==> src/rtl/polara_noc_test_sequencer_pkg.sv <==
// Shared types and constants for the Polara NoC loopback test sequencer.
package polara_noc_test_pkg;

  // Sequencer FSM states.
  typedef enum logic [1:0] {
    ST_IDLE  = 2'd0,
    ST_SEND  = 2'd1,
    ST_DRAIN = 2'd2,
    ST_DONE  = 2'd3
  } seq_state_e;

  // Error codes reported on err_code.
  localparam logic [1:0] ERR_NONE    = 2'd0;
  localparam logic [1:0] ERR_TIMEOUT = 2'd1;
  localparam logic [1:0] ERR_SEQ     = 2'd2;
  localparam logic [1:0] ERR_CHIPRST = 2'd3;

  // MSHR field of the flit header carries the sequence tag.
  localparam int MSHR_LSB = 6;
  localparam int MSHR_MSB = 13;

  // One-hot channel encodings, bit0 = noc1.
  localparam logic [2:0] CH_NONE = 3'b000;
  localparam logic [2:0] CH_NOC1 = 3'b001;
  localparam logic [2:0] CH_NOC2 = 3'b010;
  localparam logic [2:0] CH_NOC3 = 3'b100;

  // Channel number (1..3) to one-hot; 0 maps to no channel.
  function automatic logic [2:0] chan_onehot(input logic [1:0] chan);
    case (chan)
      2'd1:    return CH_NOC1;
      2'd2:    return CH_NOC2;
      2'd3:    return CH_NOC3;
      default: return CH_NONE;
    endcase
  endfunction

endpackage

==> src/rtl/polara_noc_test_sequencer_if.sv <==
// NoC port bundle between the chipset-side sequencer and the chip.
//
// Handshake: a flit moves on a channel in any cycle where that channel's
// valid and ready are both high at the rising clock edge. tx_val/rx_rdy are
// one-hot (bit0 = noc1). The sender keeps valid and data stable until the
// transfer happens; the receiver may raise or drop ready freely.
interface polara_noc_test_sequencer_if #(
  parameter int W = 64
);
  logic [W-1:0]   tx_data;
  logic [2:0]     tx_val;
  logic [2:0]     tx_rdy;
  logic [3*W-1:0] rx_data;
  logic [2:0]     rx_val;
  logic [2:0]     rx_rdy;

  // Sequencer side.
  modport master (
    output tx_data, tx_val, rx_rdy,
    input  tx_rdy, rx_data, rx_val
  );

  // Chip side.
  modport slave (
    input  tx_data, tx_val, rx_rdy,
    output tx_rdy, rx_data, rx_val
  );
endinterface

==> src/rtl/polara_rx_prio_sel.sv <==
// Fixed-priority (noc1 > noc2 > noc3) selection of returned flits.
module polara_rx_prio_sel
  import polara_noc_test_pkg::*;
#(
  parameter int W = 64
) (
  input  logic           en,
  input  logic [2:0]     rx_val,
  input  logic [3*W-1:0] rx_data,
  output logic [2:0]     rx_rdy,
  output logic [W-1:0]   sel_data,
  output logic           acc
);

  // Pick the lowest-numbered valid channel; ready only while enabled.
  always_comb begin
    rx_rdy   = CH_NONE;
    sel_data = rx_data[W-1:0];
    if (rx_val[0]) begin
      rx_rdy   = CH_NOC1;
      sel_data = rx_data[W-1:0];
    end else if (rx_val[1]) begin
      rx_rdy   = CH_NOC2;
      sel_data = rx_data[2*W-1:W];
    end else if (rx_val[2]) begin
      rx_rdy   = CH_NOC3;
      sel_data = rx_data[3*W-1:2*W];
    end
    if (!en) begin
      rx_rdy = CH_NONE;
    end
    acc = |rx_rdy;
  end

endmodule

==> src/rtl/polara_noc_test_sequencer.sv <==
// NoC loopback test sequencer: injects tagged single-flit packets into the
// chip and checks that the echoed flits come back in order.
module polara_noc_test_sequencer
  import polara_noc_test_pkg::*;
#(
  parameter int NOC_DATA_WIDTH = 64,
  parameter int NUM_PKTS       = 16,
  parameter int TIMEOUT_CYCLES = 1024,
  parameter int CNT_W          = 8
) (
  input  logic                      chipset_clk,
  input  logic                      chipset_rst_n,
  input  logic                      chip_rst_n,
  input  logic                      start,
  input  logic [1:0]                chan_sel,
  input  logic [NOC_DATA_WIDTH-1:0] hdr_tmpl,
  polara_noc_test_sequencer_if.master noc,
  output logic                      busy,
  output logic                      done,
  output logic                      pass,
  output logic [1:0]                err_code,
  output logic [CNT_W-1:0]          tx_cnt,
  output logic [CNT_W-1:0]          rx_cnt,
  output seq_state_e                dbg_state
);

  localparam int TO_W = $clog2(TIMEOUT_CYCLES) + 1;
  localparam logic [CNT_W-1:0] LAST_IDX  = CNT_W'(NUM_PKTS - 1);
  localparam logic [CNT_W-1:0] PKT_TOTAL = CNT_W'(NUM_PKTS);
  localparam logic [TO_W-1:0]  TO_LIMIT  = TO_W'(TIMEOUT_CYCLES - 1);

  seq_state_e       state_q, state_d;
  logic [1:0]       chan_q, chan_d;
  logic [1:0]       rr_q, rr_d;
  logic             busy_q, busy_d;
  logic             done_q, done_d;
  logic             pass_q, pass_d;
  logic [1:0]       err_q, err_d;
  logic [CNT_W-1:0] tx_cnt_q, tx_cnt_d;
  logic [CNT_W-1:0] rx_cnt_q, rx_cnt_d;
  logic [TO_W-1:0]  to_q, to_d;

  logic                      in_send;
  logic                      rx_en;
  logic                      tx_acc;
  logic                      rx_acc;
  logic                      tag_ok;
  logic [1:0]                chan_idx;
  logic [2:0]                tx_sel;
  logic [2:0]                tx_val_c;
  logic [2:0]                rx_rdy_c;
  logic [NOC_DATA_WIDTH-1:0] tx_flit;
  logic [NOC_DATA_WIDTH-1:0] rx_flit;
  logic                      unused_rx_bits;

  // Outbound flit and valid; chip reset gates valid in the same cycle.
  always_comb begin
    chan_idx = (chan_q == 2'd0) ? (rr_q + 2'd1) : chan_q;
    tx_sel   = chan_onehot(chan_idx);
    tx_flit  = hdr_tmpl;
    tx_flit[MSHR_MSB:MSHR_LSB] = tx_cnt_q[7:0];
    in_send  = (state_q == ST_SEND);
    tx_val_c = (in_send && chip_rst_n) ? tx_sel : CH_NONE;
    tx_acc   = |(tx_val_c & noc.tx_rdy);
    rx_en    = chip_rst_n &&
               (in_send || (state_q == ST_DRAIN && rx_cnt_q != PKT_TOTAL));
  end

  assign noc.tx_val  = tx_val_c;
  assign noc.tx_data = in_send ? tx_flit : '0;
  assign noc.rx_rdy  = rx_rdy_c;

  polara_rx_prio_sel #(
    .W (NOC_DATA_WIDTH)
  ) u_rx_sel (
    .en       (rx_en),
    .rx_val   (noc.rx_val),
    .rx_data  (noc.rx_data),
    .rx_rdy   (rx_rdy_c),
    .sel_data (rx_flit),
    .acc      (rx_acc)
  );

  assign tag_ok = (rx_flit[MSHR_MSB:MSHR_LSB] == rx_cnt_q[7:0]);
  // Only the tag field of a returned flit matters for the check.
  assign unused_rx_bits = ^{rx_flit[NOC_DATA_WIDTH-1:MSHR_MSB+1],
                            rx_flit[MSHR_LSB-1:0]};

  // Next-state and registered-output computation for the run FSM.
  always_comb begin
    state_d  = state_q;
    chan_d   = chan_q;
    rr_d     = rr_q;
    busy_d   = busy_q;
    done_d   = done_q;
    pass_d   = pass_q;
    err_d    = err_q;
    tx_cnt_d = tx_cnt_q;
    rx_cnt_d = rx_cnt_q;
    to_d     = to_q;
    case (state_q)
      ST_IDLE, ST_DONE: begin
        if (start) begin
          if (chip_rst_n) begin
            state_d  = ST_SEND;
            chan_d   = chan_sel;
            rr_d     = 2'd0;
            busy_d   = 1'b1;
            done_d   = 1'b0;
            pass_d   = 1'b0;
            err_d    = ERR_NONE;
            tx_cnt_d = '0;
            rx_cnt_d = '0;
            to_d     = '0;
          end else begin
            state_d = ST_DONE;
            busy_d  = 1'b0;
            done_d  = 1'b1;
            pass_d  = 1'b0;
            err_d   = ERR_CHIPRST;
          end
        end
      end
      ST_SEND, ST_DRAIN: begin
        if (!chip_rst_n) begin
          state_d = ST_DONE;
          busy_d  = 1'b0;
          done_d  = 1'b1;
          pass_d  = 1'b0;
          err_d   = ERR_CHIPRST;
        end else begin
          if (tx_acc) begin
            tx_cnt_d = tx_cnt_q + CNT_W'(1);
            rr_d     = (rr_q == 2'd2) ? 2'd0 : rr_q + 2'd1;
            if (tx_cnt_q == LAST_IDX) begin
              state_d = ST_DRAIN;
            end
          end
          if (rx_acc && tag_ok) begin
            rx_cnt_d = rx_cnt_q + CNT_W'(1);
          end
          if (tx_acc || rx_acc) begin
            to_d = '0;
          end else begin
            to_d = to_q + TO_W'(1);
          end
          if (rx_acc && !tag_ok) begin
            state_d = ST_DONE;
            busy_d  = 1'b0;
            done_d  = 1'b1;
            pass_d  = 1'b0;
            err_d   = ERR_SEQ;
          end else if (!tx_acc && !rx_acc && to_q == TO_LIMIT) begin
            state_d = ST_DONE;
            busy_d  = 1'b0;
            done_d  = 1'b1;
            pass_d  = 1'b0;
            err_d   = ERR_TIMEOUT;
          end else if (state_q == ST_DRAIN && rx_cnt_q == PKT_TOTAL) begin
            state_d = ST_DONE;
            busy_d  = 1'b0;
            done_d  = 1'b1;
            pass_d  = 1'b1;
            err_d   = ERR_NONE;
          end
        end
      end
      default: state_d = ST_IDLE;
    endcase
  end

  // State and counter registers with asynchronous reset.
  always_ff @(posedge chipset_clk or negedge chipset_rst_n) begin
    if (!chipset_rst_n) begin
      state_q  <= ST_IDLE;
      chan_q   <= 2'd0;
      rr_q     <= 2'd0;
      busy_q   <= 1'b0;
      done_q   <= 1'b0;
      pass_q   <= 1'b0;
      err_q    <= ERR_NONE;
      tx_cnt_q <= '0;
      rx_cnt_q <= '0;
      to_q     <= '0;
    end else begin
      state_q  <= state_d;
      chan_q   <= chan_d;
      rr_q     <= rr_d;
      busy_q   <= busy_d;
      done_q   <= done_d;
      pass_q   <= pass_d;
      err_q    <= err_d;
      tx_cnt_q <= tx_cnt_d;
      rx_cnt_q <= rx_cnt_d;
      to_q     <= to_d;
    end
  end

  assign busy      = busy_q;
  assign done      = done_q;
  assign pass      = pass_q;
  assign err_code  = err_q;
  assign tx_cnt    = tx_cnt_q;
  assign rx_cnt    = rx_cnt_q;
  assign dbg_state = state_q;

endmodule

==> src/flat_wrapper.sv <==
// flat-port wrapper written by rule: the top's interface ports become plain ports
module polara_noc_test_sequencer_flat import polara_noc_test_pkg::*;
#(
  parameter int NOC_DATA_WIDTH = 64,
  parameter int NUM_PKTS       = 16,
  parameter int TIMEOUT_CYCLES = 1024,
  parameter int CNT_W          = 8
)
  (chipset_clk, chipset_rst_n, chip_rst_n, start, chan_sel, hdr_tmpl, busy, done, pass, err_code, tx_cnt, rx_cnt, dbg_state, noc_tx_data, noc_tx_val, noc_rx_rdy, noc_tx_rdy, noc_rx_data, noc_rx_val);
  polara_noc_test_sequencer_if #(.W((64))) noc_i ();
  input  logic chipset_clk;
  input  logic chipset_rst_n;
  input  logic chip_rst_n;
  input  logic start;
  input  logic [1:0] chan_sel;
  input  logic [NOC_DATA_WIDTH-1:0] hdr_tmpl;
  output logic busy;
  output logic done;
  output logic pass;
  output logic [1:0] err_code;
  output logic [CNT_W-1:0] tx_cnt;
  output logic [CNT_W-1:0] rx_cnt;
  output seq_state_e dbg_state;
  output wire logic [$bits(noc_i.tx_data)-1:0] noc_tx_data;
  output wire logic [$bits(noc_i.tx_val)-1:0] noc_tx_val;
  output wire logic [$bits(noc_i.rx_rdy)-1:0] noc_rx_rdy;
  input wire logic [$bits(noc_i.tx_rdy)-1:0] noc_tx_rdy;
  input wire logic [$bits(noc_i.rx_data)-1:0] noc_rx_data;
  input wire logic [$bits(noc_i.rx_val)-1:0] noc_rx_val;
  assign noc_tx_data = noc_i.tx_data;
  assign noc_tx_val = noc_i.tx_val;
  assign noc_rx_rdy = noc_i.rx_rdy;
  assign noc_i.tx_rdy = noc_tx_rdy;
  assign noc_i.rx_data = noc_rx_data;
  assign noc_i.rx_val = noc_rx_val;
  polara_noc_test_sequencer #(.NOC_DATA_WIDTH(NOC_DATA_WIDTH), .NUM_PKTS(NUM_PKTS), .TIMEOUT_CYCLES(TIMEOUT_CYCLES), .CNT_W(CNT_W)) u_core (.chipset_clk(chipset_clk), .chipset_rst_n(chipset_rst_n), .chip_rst_n(chip_rst_n), .start(start), .chan_sel(chan_sel), .hdr_tmpl(hdr_tmpl), .noc(noc_i), .busy(busy), .done(done), .pass(pass), .err_code(err_code), .tx_cnt(tx_cnt), .rx_cnt(rx_cnt), .dbg_state(dbg_state));
endmodule
==> config.mk <==
export PLATFORM = sky130hd
export DESIGN_NAME = polara_noc_test_sequencer_flat
export DESIGN_NICKNAME = d
export VERILOG_FILES = /design/src/rtl/polara_noc_test_sequencer_pkg.sv /design/src/rtl/polara_noc_test_sequencer_if.sv /design/src/rtl/polara_rx_prio_sel.sv /design/src/rtl/polara_noc_test_sequencer.sv /design/src/flat_wrapper.sv
export SDC_FILE = /design/constraint.sdc
export NUM_CORES = 1
export LEC_CHECK = 0
export CAP_MARGIN = 20
export CORE_AREA = 3 3 139 141
export CTS_CLUSTER_SIZE = 12
export DETAILED_ROUTE_END_ITERATION = 8
export DIE_AREA = 0 0 142 144
export SKIP_LAST_GASP = 1
export SLEW_MARGIN = 15
export SYNTH_ARGS = -nofsm -noshare
export SYNTH_HDL_FRONTEND = slang
export SYNTH_SLANG_ARGS = --single-unit
export TNS_END_PERCENT = 30
==> constraint.sdc <==
create_clock -name chipset_clk -period 2.5 [get_ports chipset_clk]
set_clock_uncertainty 0.2 [all_clocks]
set_input_delay 0.5 -clock chipset_clk [delete_from_list [all_inputs] [get_ports chipset_clk]]
set_output_delay 0.5 -clock chipset_clk [all_outputs]
set_load 0.05 [all_outputs]
Word-level counts from Yosys, hierarchy flattened

Index checks and enable logic that the tools add are counted.

Output and inout bits: 93
Bits in read-only memories: 0
Memories: 0
Bits in writable memories: 0
Latch bits: 0
Logic and storage cells: 125
Register bits after elaboration: 38
Input bits: 268

Divide/modulo/power cells: 0
$add $sub $neg: 4
Shifts and indexed selects: 0
Order comparisons: 0
Bitwise operators: 1
Reductions and logical operators: 25
Mux-type cells: 65
Eq/ne operators: 20
Multiply operators: 0

Operators by type and width:

| kind                    | count |
|---|---|
| $mux W64                | 1 |
| $mux W8                 | 6 |
| $mux W11                | 4 |
| $mux W14                | 3 |
| $mux W2                 | 20 |
| $pmux W8 S2             | 2 |
| $pmux W11 S2            | 1 |
| $add A8 B1 Y8 const B   | 2 |
| $mux W1                 | 16 |
| $mux W3                 | 5 |
| $ne A6 B2 Y1 const B    | 2 |
| $pmux W2 S2             | 3 |
| $add A11 B1 Y11 const B | 1 |
| $eq A11 B10 Y1 const B  | 1 |
| $eq A2 B2 Y1 const B    | 5 |
| $pmux W3 S3             | 1 |
| $reduce_and A3 Y1       | 3 |
| $eq A8 B4 Y1 const B    | 1 |
| $eq A8 B5 Y1 const B    | 1 |
| $eq A8 B8 Y1            | 1 |
| $logic_and A1 B1 Y1     | 8 |
| $ne A8 B5 Y1 const B    | 1 |
| $reduce_and A4 Y1       | 2 |
| $ne A2 B2 Y1 const B    | 3 |
| 12 further kinds        | 22 |

Longest topological paths before layout

Gate-level depths: netlist of run 1.

Depth after elaboration: 14
Depth in mapped cells: 11
Mapped depth without buffers: 9

Hierarchy

A second synthesis of run 1 with hierarchy kept.

Cell total of the unflattened synthesis: 606
Area total of the unflattened synthesis: 4429.2 µm²

By module, submodules not included:

| module                    | cells an instance | seq. area each (µm²) | area each (µm²) | times used |
|---|---|---|---|---|
| polara_noc_test_sequencer | 314               | 950.9                | 2768.9          | 1 |
| polara_rx_prio_sel        | 292               | 0.0                  | 1660.3          | 1 |

Worst setup path after synthesis of run 1

Ideal clock, no wire load.

Path type: register to output
Start: register u_core.rx_cnt_q[0] (netlist: u_core.rx_cnt[0])
End: output port noc_rx_rdy[2]
Stages on the path, launching flop included: 6
Arrival: 2.996 ns
Path slack: -1.196 ns
Data required time: 1.800 ns
Path buffers: 0
Path through: dfrtp_1 inv_1 ha_1 a31oi_1 o21ai_0 nor4b_1

Word-level cells in the longest chain between the ends: 5

RTL lines:

| what                     | RTL line                         | source |
|---|---|---|
| start: declaration       | polara_noc_test_sequencer.sv:40  | `logic [CNT_W-1:0] rx_cnt_q, rx_cnt_d;` |
| start signal: assignment | polara_noc_test_sequencer.sv:194 | `rx_cnt_q <= rx_cnt_d;` |
| $ne A8 B5 Y1             | polara_noc_test_sequencer.sv:66  | `(in_send \|\| (state_q == ST_DRAIN && rx_cnt_q != PKT_TOTAL));` |
| $logic_and A1 B1 Y1      | polara_noc_test_sequencer.sv:66  |  |
| $logic_or A1 B1 Y1       | polara_noc_test_sequencer.sv:66  |  |
| $logic_and A1 B1 Y1      | polara_noc_test_sequencer.sv:65  | `rx_en = chip_rst_n &&` |
| $mux W3                  | polara_rx_prio_sel.sv:29         | `if (!en) begin` |
| end: declaration         | flat_wrapper.sv:26               | `output wire logic [$bits(noc_i.rx_rdy)-1:0] noc_rx_rdy;` |

No other way between the ends.

Worst setup path after layout of run 1

Start: input port noc_rx_val[1]
End: register u_core.rx_cnt_q[6] (netlist: u_core.rx_cnt[6])

Word-level cells in the longest chain between the ends: 7
Elaborated cells on any way between the ends: 10
Those cells by class: eq/ne (2); mux (5); reduce/logical (3)

RTL lines:

| what                                   | RTL line                         | source |
|---|---|---|
| start: declaration                     | flat_wrapper.sv:29               | `input wire logic [$bits(noc_i.rx_val)-1:0] noc_rx_val;` |
| $mux W3                                | polara_rx_prio_sel.sv:22         | `end else if (rx_val[1]) begin` |
| $mux W3                                | polara_rx_prio_sel.sv:19         | `if (rx_val[0]) begin` |
| $mux W3                                | polara_rx_prio_sel.sv:29         |  |
| $reduce_or A3 Y1                       | polara_rx_prio_sel.sv:32         | `acc = \|rx_rdy;` |
| $logic_and A1 B1 Y1 (*)                | polara_noc_test_sequencer.sv:139 | `if (rx_acc && tag_ok) begin` |
| $ne A2 B1 Y1 (no source line) (*)      | --                               |  |
| $reduce_and A4 Y1 (no source line) (*) | --                               |  |

Mark *: on every way between the ends. The rest lies on a longest branch, timed or not.
A chain may end at the register's enable or synchronous reset.

==> results of run 1 <==
-- cell usage in the layout, fill, tap and decap left out, types with 6 or more instances in the layout --
cell type        count
clkdlybuf4s50_1     97
dfrtp_1             30
and2_1              65
dlygate4sd2_1        6
buf_4               52
dfrtp_2              8
nand4_1              7
o21ai_0             27
xnor2_2              7
and3_1               6
nand3_1             10
a21oi_1              8
buf_12              73
nor2_1              18
clkbuf_16            6
inv_1               10
nand2_1             28
-- flip-flops by register name (all words and copies together), names as in the netlist --
signal,count
u_core.busy,1
u_core.chan_q,2
u_core.dbg_state,2
u_core.done,1
u_core.err_code,2
u_core.pass,1
u_core.rr_q,2
u_core.rx_cnt,8
u_core.to_q,11
u_core.tx_cnt,8
-- power groups by stage --
stage	combinational [mW]	clock (mW)	sequential [mW]
final	2.31	0.861	0.735
after floorplan	0.971	0	0.819
after global routing	2.42	0.902	0.742
after global placement	2.14	0	0.739
after CTS	2.19	0.873	0.733
after detailed placement	2.14	0	0.739
-- worst register-to-register path, cell delays in order (launching register included) --
cell and delay (ns):
dfrtp_1 0.39, buf_4 0.15, o21bai_1 0.36, mux2i_1 0.27, a2bb2oi_2 0.26, nand3_2 0.15
nand2_1 0.16, o211ai_4 0.11, mux2_4 0.32
-- through the flow --
| stage | std cells | total power, mW | setup TNS, ns | setup WS, ns | cell area, um2 |
|---|---|---|---|---|---|
| final | 803 | 3.908 | -0.4190 | -0.09683 | 6676 |
| after floorplan | 348 | 1.790 | -0.8712 | -0.1748 | 3035 |
| after CTS | 796 | 3.791 | -0.3209 | -0.06533 | 6421 |
| after detailed placement | 783 | 2.880 | -15.24 | -0.8338 | 6048 |
| after global routing | 803 | 4.067 | -2.264 | -0.1887 | 6676 |
| after global placement | 783 | 2.881 | -13.66 | -0.7417 | 6048 |
-- final timing paths --
check	slack, ns	endpoint	depth (start not counted)
min in group chipset_clk	0.29	u_core.to_q[2]	1
max in group asynchronous	1.65	u_core.rx_cnt[6]	2
worst max-delay path	-0.1	u_core.rx_cnt[6]	10
worst max register to register	0.01	u_core.err_code[0]	8
worst min register to register	0.29	u_core.to_q[2]	1
worst min-delay path	0.07	u_core.to_q[0]	2
-- cell families (layout without fill, tap and decap cells) --
logic type | Yosys count | after routing | share of synthesized area (%)
simple gates | 182 | 182 | 37.74
compound gates | 67 | 67 | 14.75
flops | 38 | 38 | 33.27
buf+inv | 36 | 262 | 5.341
xor+xnor | 14 | 14 | 4.291
fa+ha+maj | 8 | 8 | 3.503
mux | 3 | 3 | 1.095
-- final cells by class --
type	instances	share of cell area (%)
Clock buffer	6	2.080
Clock inverter	2	0.8996
Inverter	14	0.7871
Multi-Input combinational cell	274	32.44
Sequential cell	38	14.39
Tap cell	229	4.292
Timing Repair Buffer	240	45.11
-- what timing repair did --
action	CTS	global route
resized for setup	59	30
pin swaps	29	12
endpoints found under the setup margin	93	88
gates cloned	1	1
setup buffers	6	6
-- per-layer routing --
metal	wire length (um)	vias up	global-route usage, %
li1	-	1660	-
met1	6788	1672	17.94
met2	7255	133	23.33
met3	1039	14	3.604
met4	274	0	2.727
met5	0	-	0
==> impl_metrics.tcl, run 1 <==
set metrics [dict create \
    tightest_slew_ns 0.5132 \
    final.period_utilization_pct 103.9 \
    period_needed_ns 2.597 \
    power.density_nw_per_um2 585.3 \
    hold_path_class "in -> async" \
    ant_nets 0 \
    antenna_found_initial 0 \
    seq_area_frac_synth_pct 33.27 \
    switching_power_mw 1.558 \
    num_antenna_cells 0 \
    syn_area_um2 2858 \
    row_count 49 \
    clkTransAtPathRegs_ns 0.06 \
    crit_chain "buf_8 -> buf_6 -> or4b_4 -> o221ai_4 -> xnor2_2 -> nor4_4 -> nand4_2 -> buf_4 -> o31ai_1 -> a21oi_1" \
    first_iter_violations 292 \
    critPathTopFamily "simple AND/OR/NAND/NOR gates" \
    relSlewSlack_pct 65.68 \
    start_util_pct 15.80 \
    cts_tree "built" \
    finalHoldViolations 0 \
    rsz0062_at_grt "true" \
    hold_slack_ns 0.06727 \
    hpwl_mm 11.82 \
    crit_fanout 6 \
    ys_ff_latch 38 \
    dieHeight_um 144 \
    h-tree-depth 2 \
    regToRegStartpoint "u_core.rr_q[0]" \
    worstSetupStartpoint "noc_rx_val[1]" \
    status "finished with violations" \
    maxCapViolCount 0 \
    yosysUniqueCellTypes 43 \
    overflow 0 \
    grt_pass1_vias 3456 \
    synth_top_area_share_pct 33.27 \
    fin_ws_ns -0.09683 \
    grt_pass1_wl_mm 21.58 \
    clock-sinks 38 \
    required_ns 2.46 \
    cts_hold_buf 0 \
    layout.nets 849 \
    die_x_um 142 \
    wl_per_cell_um 19.12 \
    via_per_inst 4.333 \
    grt_use_total_pct 13.82 \
    path_buf_inv 3 \
    clock_latency_ns 0.28 \
    wirelength_mm 15.36 \
    synth_top_area_cell "dfrtp_1" \
    pin_count 361 \
    violations "negative setup slack" \
    switching_share_pct 39.86 \
    num_vias 3479 \
    ff_latch_area_um2 960.9 \
    fmax_mhz 385.1 \
    multi_input_area_um2 2166 \
    syn_to_final_growth_pct 133.6 \
    ir_worst_vdd_mv 0.2624 \
    clock_power_share_pct 22.0 \
    synthTopCellsByCount "and2_1 (65), dfrtp_1 (38), nand2_1 (29), o21ai_0 (29), nor2_1 (20)" \
    worst-setup-path-type "in -> reg" \
    syn_avg_cell_area_um2 8.212 \
    synth_ff_type "dfrtp_1" \
    p_seq_share_pct 18.8 \
    p_int_mw 2.350 \
    cp.arrival_ns 2.56 \
    fillCellCount 1773 \
    root_buffer "clkbuf_16" \
    async_reset_ff_share_pct 100.0 \
    synth-edff-count 0 \
    fin_util_pct 36.91 \
    synthesis.nets 624 \
    yosys_warnings 0 \
    grt_max_degree 65 \
    netlist_instances 348 \
    core_area_um2 18090 \
    power_leakage_nw 2.701 \
    die_area_um2 20450 \
    gp_congestion 0.8034 \
    first_pass_iters 4 \
    power_frac_comb_pct 59.1 \
    cp_slowest_cell "or4b_4" \
    synth.most_common_cell "and2_1" \
    report.final.slew_viol_count 0 \
    end_kind "register" \
    startpoint_type "input pin" \
    route.detailed.drc 0 \
    synth_area_leaders "dfrtp_1 (33%), and2_1 (14%), o21ai_0 (5.1%), nand2_1 (3.8%), xnor2_1 (3.7%)" \
    clockBufferDepth 2 \
    max_stage_delay_ns 0.49 \
    finalSetupViolCount 7 \
    cts_made_buffers 5 \
    drive_above_1_share_pct 36.24 \
    io_buffers 184 \
]
No activity file was read; power rests on OpenSTA's default activity.
==> run 2: changes to the inputs <==
Settings changed: CTS_CLUSTER_DIAMETER from default to 150, MAX_ROUTING_LAYER from default to met4.
==> run 2 against run 1 <==
Against the previous run:
- the flow still finishes with violations (negative setup slack)
- hold slack worse by 0.0022 ns
- clock power up 0.6%
- fmax rose by 0.23%
- non-clock buffer count did not move
- setup slack gained 0.0059 ns
- cell area stayed put
- sequential cell count unchanged
- power barely moved
- sequential power is essentially flat
- count of clock-buffer cells in the layout is the same
- critical path type unchanged
- largest power group unchanged
==> impl_metrics.tcl, run 2 (same netlist as run 1, synthesis figures left out) <==
set metrics [dict create \
    multi_input_area_um2 2166 \
    gp_congestion 0.8161 \
    cp_slowest_cell "or4b_4" \
    drive_above_1_share_pct 36.24 \
    die_x_um 142 \
    root_buffer "clkbuf_16" \
    max_stage_delay_ns 0.49 \
    place_area_um2 6048 \
    finalHoldViolations 0 \
    clock-sinks 38 \
    largest_reg_flops 11 \
    tightest_slew_ns 0.5197 \
    ir_worst_vdd_mv 0.2630 \
    path_buf_inv 3 \
    final.period_utilization_pct 103.6 \
    finalSetupViolCount 7 \
    violations "negative setup slack" \
    status "finished with violations" \
    final_area_um2 6676 \
    fin_ws_ns -0.09096 \
    final_common_cell "clkdlybuf4s50_1" \
    overflow 0 \
    num_antenna_cells 0 \
    pre_cts_slack_ns -0.8338 \
    num_vias 3479 \
    syn_to_final_growth_pct 133.6 \
    cp.arrival_ns 2.55 \
    start_util_pct 15.80 \
    grt_pass1_vias 3456 \
    relSlewSlack_pct 65.24 \
    power.density_nw_per_um2 585.8 \
    grt_pass1_wl_mm 21.63 \
    first_iter_violations 217 \
    clockBufferDepth 2 \
    hpwl_mm 11.82 \
    crit_chain "buf_8 -> buf_6 -> or4b_4 -> o221ai_4 -> xnor2_2 -> nor4_4 -> nand4_2 -> buf_4 -> o31ai_1 -> a21oi_1" \
    cts_hold_buf 0 \
    maxCapViolCount 0 \
    layout.nets 849 \
    rsz0062_at_grt "true" \
    die_area_um2 20450 \
    route.detailed.drc 0 \
    row_count 49 \
    clkTransAtPathRegs_ns 0.06 \
    power_leakage_nw 2.701 \
    wirelength_mm 15.25 \
    worst-setup-path-type "in -> reg" \
    hold_path_class "in -> async" \
    grt_use_total_pct 14.26 \
    grt_max_degree 65 \
    critPathTopFamily "simple AND/OR/NAND/NOR gates" \
    period_needed_ns 2.591 \
    hold_slack_ns 0.06507 \
    ant_nets 0 \
    wl_per_cell_um 18.99 \
    end_kind "register" \
    cts_made_buffers 5 \
    mostFrequentLayoutCells "clkdlybuf4s50_1 (97), buf_12 (73), and2_1 (65), buf_4 (52), dfrtp_1 (30)" \
    ff_latch_area_um2 960.9 \
    required_ns 2.46 \
    pin_count 361 \
    cts_tree "built" \
    rrSetupSlack_ns 0.01 \
    h-tree-depth 2 \
    core_area_um2 18090 \
    dieHeight_um 144 \
    antenna_found_initial 0 \
    crit_fanout 6 \
    fillCellCount 1773 \
    regMostFlops "u_core.to_q" \
    fmax_mhz 386.0 \
    io_buffers 184 \
    startpoint_type "input pin" \
    report.final.slew_viol_count 0 \
    first_pass_iters 4 \
    via_per_inst 4.333 \
    finalPower_mw 3.911 \
    clock_latency_ns 0.29 \
]
## run 2: cell counts in the layout (fill, tap and decap cells not counted)
No cell type changed its count.
## run 2: metrics by stage
stage	setup TNS, ns	instances	utilization (%)
after CTS	-0.3209	796	35.50
after global routing	-2.226	803	36.91
final	-0.3721	803	36.91
after floorplan	-0.8712	348	-
after detailed placement	-15.24	783	33.44
after global placement	-13.66	783	33.44
## run 2: layer usage
metal / global-route usage [%] / share of wire, % / vias up
li1: - / - / 1657
met1: 18.08 / 44 / 1661
met2: 23.20 / 47 / 147
met3: 3.638 / 6.8 / 14
met4: 2.727 / 1.8 / 0
met5: - / 0 / -
## run 2: worst paths after layout
path                                 from                   to  cells past startpoint
max                         noc_rx_val[1]     u_core.rx_cnt[6]                     10
min                         chipset_rst_n       u_core.to_q[0]                      2
max reg2reg                u_core.rr_q[0]   u_core.err_code[0]                      8
min reg2reg                u_core.to_q[2]       u_core.to_q[2]                      1
max in group asynchronous   chipset_rst_n  u_core.dbg_state[1]                      2
min in group chipset_clk   u_core.to_q[2]       u_core.to_q[2]                      1
## run 2: report_power, final
group / leakage, nW / switching [mW] / internal (mW)
Clock: 0.0971 / 0.267 / 0.599
Sequential: 0.496 / 0.0587 / 0.676
Combinational: 2.11 / 1.23 / 1.07
Total: 2.70 / 1.56 / 2.35
## run 2: area by class of cell
cell class	count	area share, %
Tap cell	229	4.292
Timing Repair Buffer	240	45.11
Inverter	14	0.7871
Multi-Input combinational cell	274	32.44
Clock buffer	6	2.080
Clock inverter	2	0.8996
Sequential cell	38	14.39
## run 2: what timing repair did
action | in CTS | in global routing
buffers inserted | 6 | 6
gates resized for setup | 59 | 30
cloned | 1 | 1
endpoints found under the setup margin | 93 | 91
pin swaps | 29 | 12
